## src/rtl/seg_write_back_if.sv

```systemverilog
// MEM -> WB bundle: instruction fields from the MEM stage plus the
// register-file write port and retire counter produced by the WB stage.
interface seg_write_back_if #(
   parameter int LEN        = 32,
   parameter int NB_ADDR    = 5,
   parameter int NB_CTRL_WB = 2,
   parameter int NB_LOAD    = 3
);
   // Handshake: i_valid qualifies the MEM-stage fields on a rising edge;
   // i_stall holds the stage, i_flush loads a bubble and wins over i_stall.
   logic                  i_valid;
   logic                  i_stall;
   logic                  i_flush;
   logic [NB_CTRL_WB-1:0] i_ctrl_wb_bus;
   logic [NB_LOAD-1:0]    i_load_ctrl;
   logic                  i_link;
   logic [1:0]            i_byte_offset;
   logic [LEN-1:0]        i_read_data;
   logic [LEN-1:0]        i_alu_result;
   logic [LEN-1:0]        i_pc_link;
   logic [NB_ADDR-1:0]    i_write_reg;

   logic                  o_RegWrite;
   logic [NB_ADDR-1:0]    o_write_reg;
   logic [LEN-1:0]        o_write_data;
   logic                  o_wb_valid;
   logic [LEN-1:0]        o_retired;

   modport master (
      output i_valid, i_stall, i_flush, i_ctrl_wb_bus, i_load_ctrl, i_link,
             i_byte_offset, i_read_data, i_alu_result, i_pc_link, i_write_reg,
      input  o_RegWrite, o_write_reg, o_write_data, o_wb_valid, o_retired
   );

   modport slave (
      input  i_valid, i_stall, i_flush, i_ctrl_wb_bus, i_load_ctrl, i_link,
             i_byte_offset, i_read_data, i_alu_result, i_pc_link, i_write_reg,
      output o_RegWrite, o_write_reg, o_write_data, o_wb_valid, o_retired
   );
endinterface

```

## src/rtl/seg_write_back.sv

```systemverilog
// MEM/WB pipeline register with load extraction, write-back mux and a
// committed-instruction counter. All outputs derive from registered state.
module seg_write_back #(
   parameter int LEN        = 32,
   parameter int NB_ADDR    = 5,
   parameter int NB_CTRL_WB = 2,
   parameter int NB_LOAD    = 3
) (
   input logic           i_clk,
   input logic           i_rst,
   seg_write_back_if.slave bus
);
   // Extraction works on at least a 32-bit view so narrow builds still elaborate.
   localparam int NB_EXT = (LEN > 32) ? LEN : 32;

   logic                  r_valid;
   logic [NB_CTRL_WB-1:0] r_ctrl_wb;
   logic [NB_LOAD-1:0]    r_load;
   logic                  r_link;
   logic [1:0]            r_byte_offset;
   logic [LEN-1:0]        r_read_data;
   logic [LEN-1:0]        r_alu_result;
   logic [LEN-1:0]        r_pc_link;
   logic [NB_ADDR-1:0]    r_write_reg;
   logic [LEN-1:0]        r_retired;

   logic [NB_EXT-1:0]     w_rd_ext;
   logic [7:0]            w_byte;
   logic [15:0]           w_half;
   logic [NB_EXT-1:0]     w_byte_ext;
   logic [NB_EXT-1:0]     w_half_ext;
   logic                  w_lb;
   logic                  w_lh;
   logic                  w_unsigned;
   logic [LEN-1:0]        w_load_val;
   logic [LEN-1:0]        w_write_data;

   always_ff @(posedge i_clk) begin
      if (i_rst) begin
         r_valid       <= 1'b0;
         r_ctrl_wb     <= '0;
         r_load        <= '0;
         r_link        <= 1'b0;
         r_byte_offset <= '0;
         r_read_data   <= '0;
         r_alu_result  <= '0;
         r_pc_link     <= '0;
         r_write_reg   <= '0;
         r_retired     <= '0;
      end else begin
         // The held instruction retires on the edge that lets it leave, even if a flush follows it in.
         if (r_valid && !bus.i_stall)
            r_retired <= r_retired + {{(LEN-1){1'b0}}, 1'b1};
         if (bus.i_flush) begin
            r_valid       <= 1'b0;
            r_ctrl_wb     <= '0;
            r_load        <= '0;
            r_link        <= 1'b0;
            r_byte_offset <= '0;
            r_read_data   <= '0;
            r_alu_result  <= '0;
            r_pc_link     <= '0;
            r_write_reg   <= '0;
         end else if (!bus.i_stall) begin
            r_valid       <= bus.i_valid;
            r_ctrl_wb     <= bus.i_ctrl_wb_bus;
            r_load        <= bus.i_load_ctrl;
            r_link        <= bus.i_link;
            r_byte_offset <= bus.i_byte_offset;
            r_read_data   <= bus.i_read_data;
            r_alu_result  <= bus.i_alu_result;
            r_pc_link     <= bus.i_pc_link;
            r_write_reg   <= bus.i_write_reg;
         end
      end
   end

   assign w_lb       = r_load[2];
   assign w_lh       = r_load[1];
   assign w_unsigned = r_load[0];

   // Little-endian lanes: offset picks the byte, offset[1] picks the halfword.
   assign w_rd_ext   = NB_EXT'(r_read_data);
   assign w_byte     = w_rd_ext[{r_byte_offset, 3'b000} +: 8];
   assign w_half     = r_byte_offset[1] ? w_rd_ext[31:16] : w_rd_ext[15:0];
   assign w_byte_ext = {{(NB_EXT-8){w_byte[7] & ~w_unsigned}}, w_byte};
   assign w_half_ext = {{(NB_EXT-16){w_half[15] & ~w_unsigned}}, w_half};

   always_comb begin
      w_load_val = r_read_data;
      if (w_lb)
         w_load_val = LEN'(w_byte_ext);
      else if (w_lh)
         w_load_val = LEN'(w_half_ext);
   end

   always_comb begin
      w_write_data = r_alu_result;
      if (r_link)
         w_write_data = r_pc_link;
      else if (r_ctrl_wb[0])
         w_write_data = w_load_val;
   end

   assign bus.o_RegWrite   = r_valid & r_ctrl_wb[1] & (r_write_reg != '0);
   assign bus.o_write_reg  = r_valid ? r_write_reg : '0;
   assign bus.o_write_data = w_write_data;
   assign bus.o_wb_valid   = r_valid;
   assign bus.o_retired    = r_retired;
endmodule
```

## src/flat_wrapper.sv

```systemverilog
// flat-port wrapper written by rule: the top's interface ports become plain ports
module seg_write_back_flat 
#(
   parameter int LEN        = 32,
   parameter int NB_ADDR    = 5,
   parameter int NB_CTRL_WB = 2,
   parameter int NB_LOAD    = 3
)
  (i_clk, i_rst, bus_i_valid, bus_i_stall, bus_i_flush, bus_i_ctrl_wb_bus, bus_i_load_ctrl, bus_i_link, bus_i_byte_offset, bus_i_read_data, bus_i_alu_result, bus_i_pc_link, bus_i_write_reg, bus_o_RegWrite, bus_o_write_reg, bus_o_write_data, bus_o_wb_valid, bus_o_retired);
  seg_write_back_if #(.LEN(LEN), .NB_ADDR(NB_ADDR), .NB_CTRL_WB(NB_CTRL_WB), .NB_LOAD(NB_LOAD)) bus_i ();
  input logic i_clk;
  input logic i_rst;
  input wire logic [$bits(bus_i.i_valid)-1:0] bus_i_valid;
  input wire logic [$bits(bus_i.i_stall)-1:0] bus_i_stall;
  input wire logic [$bits(bus_i.i_flush)-1:0] bus_i_flush;
  input wire logic [$bits(bus_i.i_ctrl_wb_bus)-1:0] bus_i_ctrl_wb_bus;
  input wire logic [$bits(bus_i.i_load_ctrl)-1:0] bus_i_load_ctrl;
  input wire logic [$bits(bus_i.i_link)-1:0] bus_i_link;
  input wire logic [$bits(bus_i.i_byte_offset)-1:0] bus_i_byte_offset;
  input wire logic [$bits(bus_i.i_read_data)-1:0] bus_i_read_data;
  input wire logic [$bits(bus_i.i_alu_result)-1:0] bus_i_alu_result;
  input wire logic [$bits(bus_i.i_pc_link)-1:0] bus_i_pc_link;
  input wire logic [$bits(bus_i.i_write_reg)-1:0] bus_i_write_reg;
  output wire logic [$bits(bus_i.o_RegWrite)-1:0] bus_o_RegWrite;
  output wire logic [$bits(bus_i.o_write_reg)-1:0] bus_o_write_reg;
  output wire logic [$bits(bus_i.o_write_data)-1:0] bus_o_write_data;
  output wire logic [$bits(bus_i.o_wb_valid)-1:0] bus_o_wb_valid;
  output wire logic [$bits(bus_i.o_retired)-1:0] bus_o_retired;
  assign bus_i.i_valid = bus_i_valid;
  assign bus_i.i_stall = bus_i_stall;
  assign bus_i.i_flush = bus_i_flush;
  assign bus_i.i_ctrl_wb_bus = bus_i_ctrl_wb_bus;
  assign bus_i.i_load_ctrl = bus_i_load_ctrl;
  assign bus_i.i_link = bus_i_link;
  assign bus_i.i_byte_offset = bus_i_byte_offset;
  assign bus_i.i_read_data = bus_i_read_data;
  assign bus_i.i_alu_result = bus_i_alu_result;
  assign bus_i.i_pc_link = bus_i_pc_link;
  assign bus_i.i_write_reg = bus_i_write_reg;
  assign bus_o_RegWrite = bus_i.o_RegWrite;
  assign bus_o_write_reg = bus_i.o_write_reg;
  assign bus_o_write_data = bus_i.o_write_data;
  assign bus_o_wb_valid = bus_i.o_wb_valid;
  assign bus_o_retired = bus_i.o_retired;
  seg_write_back #(.LEN(LEN), .NB_ADDR(NB_ADDR), .NB_CTRL_WB(NB_CTRL_WB), .NB_LOAD(NB_LOAD)) u_core (.i_clk(i_clk), .i_rst(i_rst), .bus(bus_i));
endmodule
```

## config.mk

```make
export PLATFORM = sky130hd
export DESIGN_NAME = seg_write_back_flat
export DESIGN_NICKNAME = d
export VERILOG_FILES = /design/src/rtl/seg_write_back_if.sv /design/src/rtl/seg_write_back.sv /design/src/flat_wrapper.sv
export SDC_FILE = /design/constraint.sdc
export NUM_CORES = 1
export LEC_CHECK = 0
export ABC_AREA = 1
export BUFFER_PORTS_ARGS = -buffer_cell sky130_fd_sc_hd__buf_4
export CORE_UTILIZATION = 53
export DETAILED_ROUTE_END_ITERATION = 8
export MAX_ROUTING_LAYER = met4
export PLACE_DENSITY = 0.84
export SLEW_MARGIN = 20
export SYNTH_ARGS = -nofsm -noshare
export SYNTH_HDL_FRONTEND = slang
export SYNTH_SLANG_ARGS = --single-unit
```

## constraint.sdc

```tcl
create_clock -name i_clk -period 2 [get_ports i_clk]
set_clock_uncertainty 0.1 [all_clocks]
set_input_delay 0.3 -clock i_clk [delete_from_list [all_inputs] [get_ports i_clk]]
set_output_delay 0.3 -clock i_clk [all_outputs]
set_load 0.05 [all_outputs]
```

Yosys cells after proc, flatten, opt, wreduce, memory -nomap -nowiden --
Cells that the tools add are included.
Storage, ports and cells: register bits 142, input bits 114, output and inout port bits 71, logic and storage cells 27
Operators by class: $add $sub $neg 1, shift operators 1, muxes and demuxes 6, bitwise logic cells 5, reductions and logical operators 4
Operator list (number):
- 2-to-1 mux 32 bit | 4
- adder 32 x 1 -> 32 bit, second input constant | 1
- variable part select 32 x 6 -> 8 bit | 1
- 2-to-1 mux 16 bit | 1
- 2-to-1 mux 5 bit | 1
- nonzero test 5 bit | 1
- bitwise AND 1 bit | 4
- OR reduction 2 bit | 1
- logical AND 1 bit | 1
- zero test 1 bit | 1
- NOT 1 bit | 1

Longest topological paths before layout --
depth in word-level cells 6, depth in mapped cells 10, gate-level depth less buffers 10

Worst setup path after synthesis --
Ideal clock, no wire load.
path type register to output, from reg u_core.r_load[1], to out bus_o_write_data[10], data arrival time 2.070 ns, required time 1.600 ns, slack -0.470 ns, stages on the path, launching flop included 8, path buffers 2, path through dfxtp_1 > buf_4 > nand2_4 > inv_2 > buf_4 > a211oi_1 > nor2_1 > o21ai_0
Between the ends: longest elaborated chain between the ends 4
RTL lines:
- start, declared | RTL line seg_write_back.sv:18 | logic [NB_LOAD-1:0] r_load;
- start signal, assigned | RTL line seg_write_back.sv:67 | r_load <= bus.i_load_ctrl;
- 2-to-1 mux 32 bit | RTL line seg_write_back.sv:93 | else if (w_lh)
- 2-to-1 mux 32 bit | RTL line seg_write_back.sv:91 | if (w_lb)
- 2-to-1 mux 32 bit | RTL line seg_write_back.sv:101 | else if (r_ctrl_wb[0])
- 2-to-1 mux 32 bit | RTL line seg_write_back.sv:99 | if (r_link)
- end, declared | RTL line flat_wrapper.sv:26 | output wire logic [$bits(bus_i.o_write_data)-1:0] bus_o_write_data;
Every way passes these cells.

Worst setup path in the final report --
from reg u_core.r_byte_offset[1], to out bus_o_write_data[29]
Between the ends: longest elaborated chain between the ends 6, elaborated cells between the ends (all ways) 8, those cells by class 1 x shift; 5 x mux; 2 x bitwise
RTL lines:
- start, declared | RTL line seg_write_back.sv:20 | logic [1:0] r_byte_offset;
- start signal, assigned | RTL line seg_write_back.sv:69 | r_byte_offset <= bus.i_byte_offset;
- branches (longest 3 deep; another with variable part select 32 x 6 -> 8 bit)
- 2-to-1 mux 32 bit (*) | RTL line seg_write_back.sv:91
- 2-to-1 mux 32 bit (*) | RTL line seg_write_back.sv:101
- 2-to-1 mux 32 bit (*) | RTL line seg_write_back.sv:99
Every way passes the cells marked *.

==> key figures <==
Yosys
  – Synth warn: 0
  – Netlist cell types: 36
  – Syn nets: 1,147
  – Cells after Synth: 1,032
  – Netlist Area Pre-Place: 7098 um2
  – Sequential area share after synthesis: 0.4005
  – Seq cells post-synth: 142
  – Syn avg cell area: 6.878 um2

Worst setup path
  – Critical-path maximum fanout: 8
  – Kind of critical path: flop to output pin
  – Critical Path End Type: output pin
  – CP Data Arrival Time: 1.84 ns
  – Worst Path Required: 1.60 ns
  – Worst setup SP type: flop

Die
  – I/O Pins: 185
  – Initial Utilization: 0.5535
  – # rows: 41
  – Die ar.: 13,860 um2
  – Core area: 12,820 um2
  – Vert. Die Dim: 117.7 um
  – Die span in x: 117.7 um

CTS
  – Clk sinks: 142
  – CTS tree: done
  – H-tree Lvls: 4
  – Clk_lat worst skew: 0.42 ns
  – Clk root buf: clkbuf_16
  – Longest Clk Path Bufs: 2
  – TritonCTS Buffers: 17
  – CTS clk-pin slew, worst paths: 0.06 ns
  – Hold-fix buffers at CTS: 0

Global routing
  – Total GRT Usage: 0.3293
  – Overflow after GRT: 0
  – Largest net degree at the start of global routing: 111
  – First-pass GRT wire length: 35.49 mm
  – Initial antenna violation count: 0
  – Vias in the first global route: 7,320

Power
  – VDD IR max: 527.1 uV
  – Pleak: 0.004021 uW
  – Pwr/cell area: 739.3 nW/um2

Outcome
  – Failing checks: setup timing
  – Outcome: finished with violations

STA
  – Period utilization: 1.121
  – Hold WS: 0.02805 ns
  – Slew margin rel.: 0.5704
  – Max Fclk: 446.1 MHz
  – Unrepaired setup endpoints after global routing: yes
  – Min cycle time layout: 2.242 ns
  – Setup violators final: 32
  – Max Slew Vio Count: 0
  – Worst-Margin Slew: 0.6438 ns
  – Post-route setup slack: -0.2417 ns
  – Final Hold Viols: 0

Layout
  – Commonest non-fill, non-tap cell in the layout: nand2_1
  – Cell area after layout: 9661 um2
  – Fillers: 955
  – Register area: 2858 um2
  – Area of the multi-input gates: 3943 um2
  – Antenna Cells: 0
  – Area Overhead vs Synth: 36.10%
  – Most frequent cells in the layout: nand2_1, buf_4, dfxtp_1, a21oi_1, nor2_1
  – Share of post-route cells with drive strength above 1: 0.3014
  – Fin cells: 1,383
  – Fin nets: 1,313

Place
  – PortBufs: 184
  – Post-Place Setup Slack: 0.05002 ns
  – Area after DPL: 8579 um2
  – HPWL after DPL: 14.28 mm
  – Post-Place Cells: 1,340
  – GP Congestion: 0.9348

Routing
  – DRC: 0
  – Vias per inst: 5.538
  – Total number of vias: 7,659
  – Initial DRC count: 674
  – First-pass DRT Iterations: 5
  – Final WL: 22.06 mm
  – Wire per inst: 15.95 um
  – ANT nets after route: 0

Worst hold path
  – Tightest Hold Check Type: input port to flop

Flow run
  – Max capacitance violation total: 0
-- through the flow --
stage | utilization | total power, uW | TNS [ns]
global route | 0.7533 | 7371 | -7.595
detailed placement | 0.6690 | 3966 | 0
global placement | 0.6690 | 3958 | 0
finish | 0.7533 | 7142 | -5.307
floorplan | - | 3605 | -0.09297
CTS | 0.7430 | 7095 | -4.534
-- worst max-delay path, stage by stage (launching register included) --
cell	delay [ns]
dfxtp_4	0.36
inv_4	0.08
nand2_4	0.06
nand2_4	0.09
nand3_4	0.16
a21oi_1	0.27
nor2_2	0.08
o21ai_2	0.13
buf_6	0.18
-- where the power goes --
| part | internal (uW) | switching, uW | leakage [uW] |
|---|---|---|---|
| clock network | 1900 | 1230 | 0.000272 |
| logic | 423 | 633 | 0.00259 |
| registers | 2900 | 60.6 | 0.00116 |
-- layout make-up --
class	count	area share
Timing Repair Buffer	209	0.1835
Clock buffer	22	0.04805
Sequential cell	142	0.2958
Inverter	73	0.03044
Multi-Input combinational cell	755	0.4081
Tap cell	172	0.02228
Clock inverter	10	0.01179
-- worst paths after layout --
kind	startpoint	endpoint	slack, ns	cells past startpoint
worst max-delay path	u_core.r_byte_offset[1]	bus_o_write_data[29]	-0.24	8
worst min register to register	u_core.r_alu_result[20]	u_core.r_alu_result[20]	0.36	2
worst min-delay path	bus_i_alu_result[12]	u_core.r_alu_result[12]	0.03	3
worst max register to register	u_core.bus.o_retired[1]	u_core.bus.o_retired[20]	0.24	8
-- logic make-up (layout without fill, tap and decap cells) --
logic type / Yosys count / in the layout / share of synthesized area
XOR/XNOR: 2 / 2 / 0.002468
buffers and inverters: 139 / 314 / 0.08796
adder cells (fa/ha/maj): 1 / 1 / 0.001762
AND/OR/NAND/NOR: 494 / 498 / 0.3083
AO/OA/AOI/OAI: 254 / 254 / 0.1990
flip-flops: 142 / 142 / 0.4005
-- timing repair --
action / CTS / global route
buffers inserted: 4 / 2
endpoints found under the setup margin: 32 / 32
pin swaps: 12 / 15
gates cloned: 5 / 0
gates resized for setup: 81 / 38
-- Yosys cell counts (all sizes together) --
cell type | instances | share of area
nor3b | 3 | 0.0039
buf | 38 | 0.033
dfxtp | 142 | 0.40
a211oi | 31 | 0.033
a21oi | 141 | 0.099
o21ai | 73 | 0.057
nand2 | 319 | 0.18
xor2 | 2 | 0.0025
or2 | 1 | 0.00088
nand3 | 36 | 0.031
inv | 73 | 0.040
o21bai | 1 | 0.0016
clkbuf | 28 | 0.015
nand4 | 11 | 0.014
o211ai | 8 | 0.0085
nor3 | 6 | 0.0042
nor2 | 118 | 0.079
ha | 1 | 0.0018
-- routing by layer --
layer | vias up | GRT usage | wire (um)
met2 | 377 | 0.5059 | 10290
li1 | 3700 | - | -
met1 | 3486 | 0.3868 | 8766
met4 | 0 | 0.2131 | 1217
met5 | - | - | 0
met3 | 96 | 0.07510 | 1778
No activity file was read; power rests on OpenSTA's default activity.
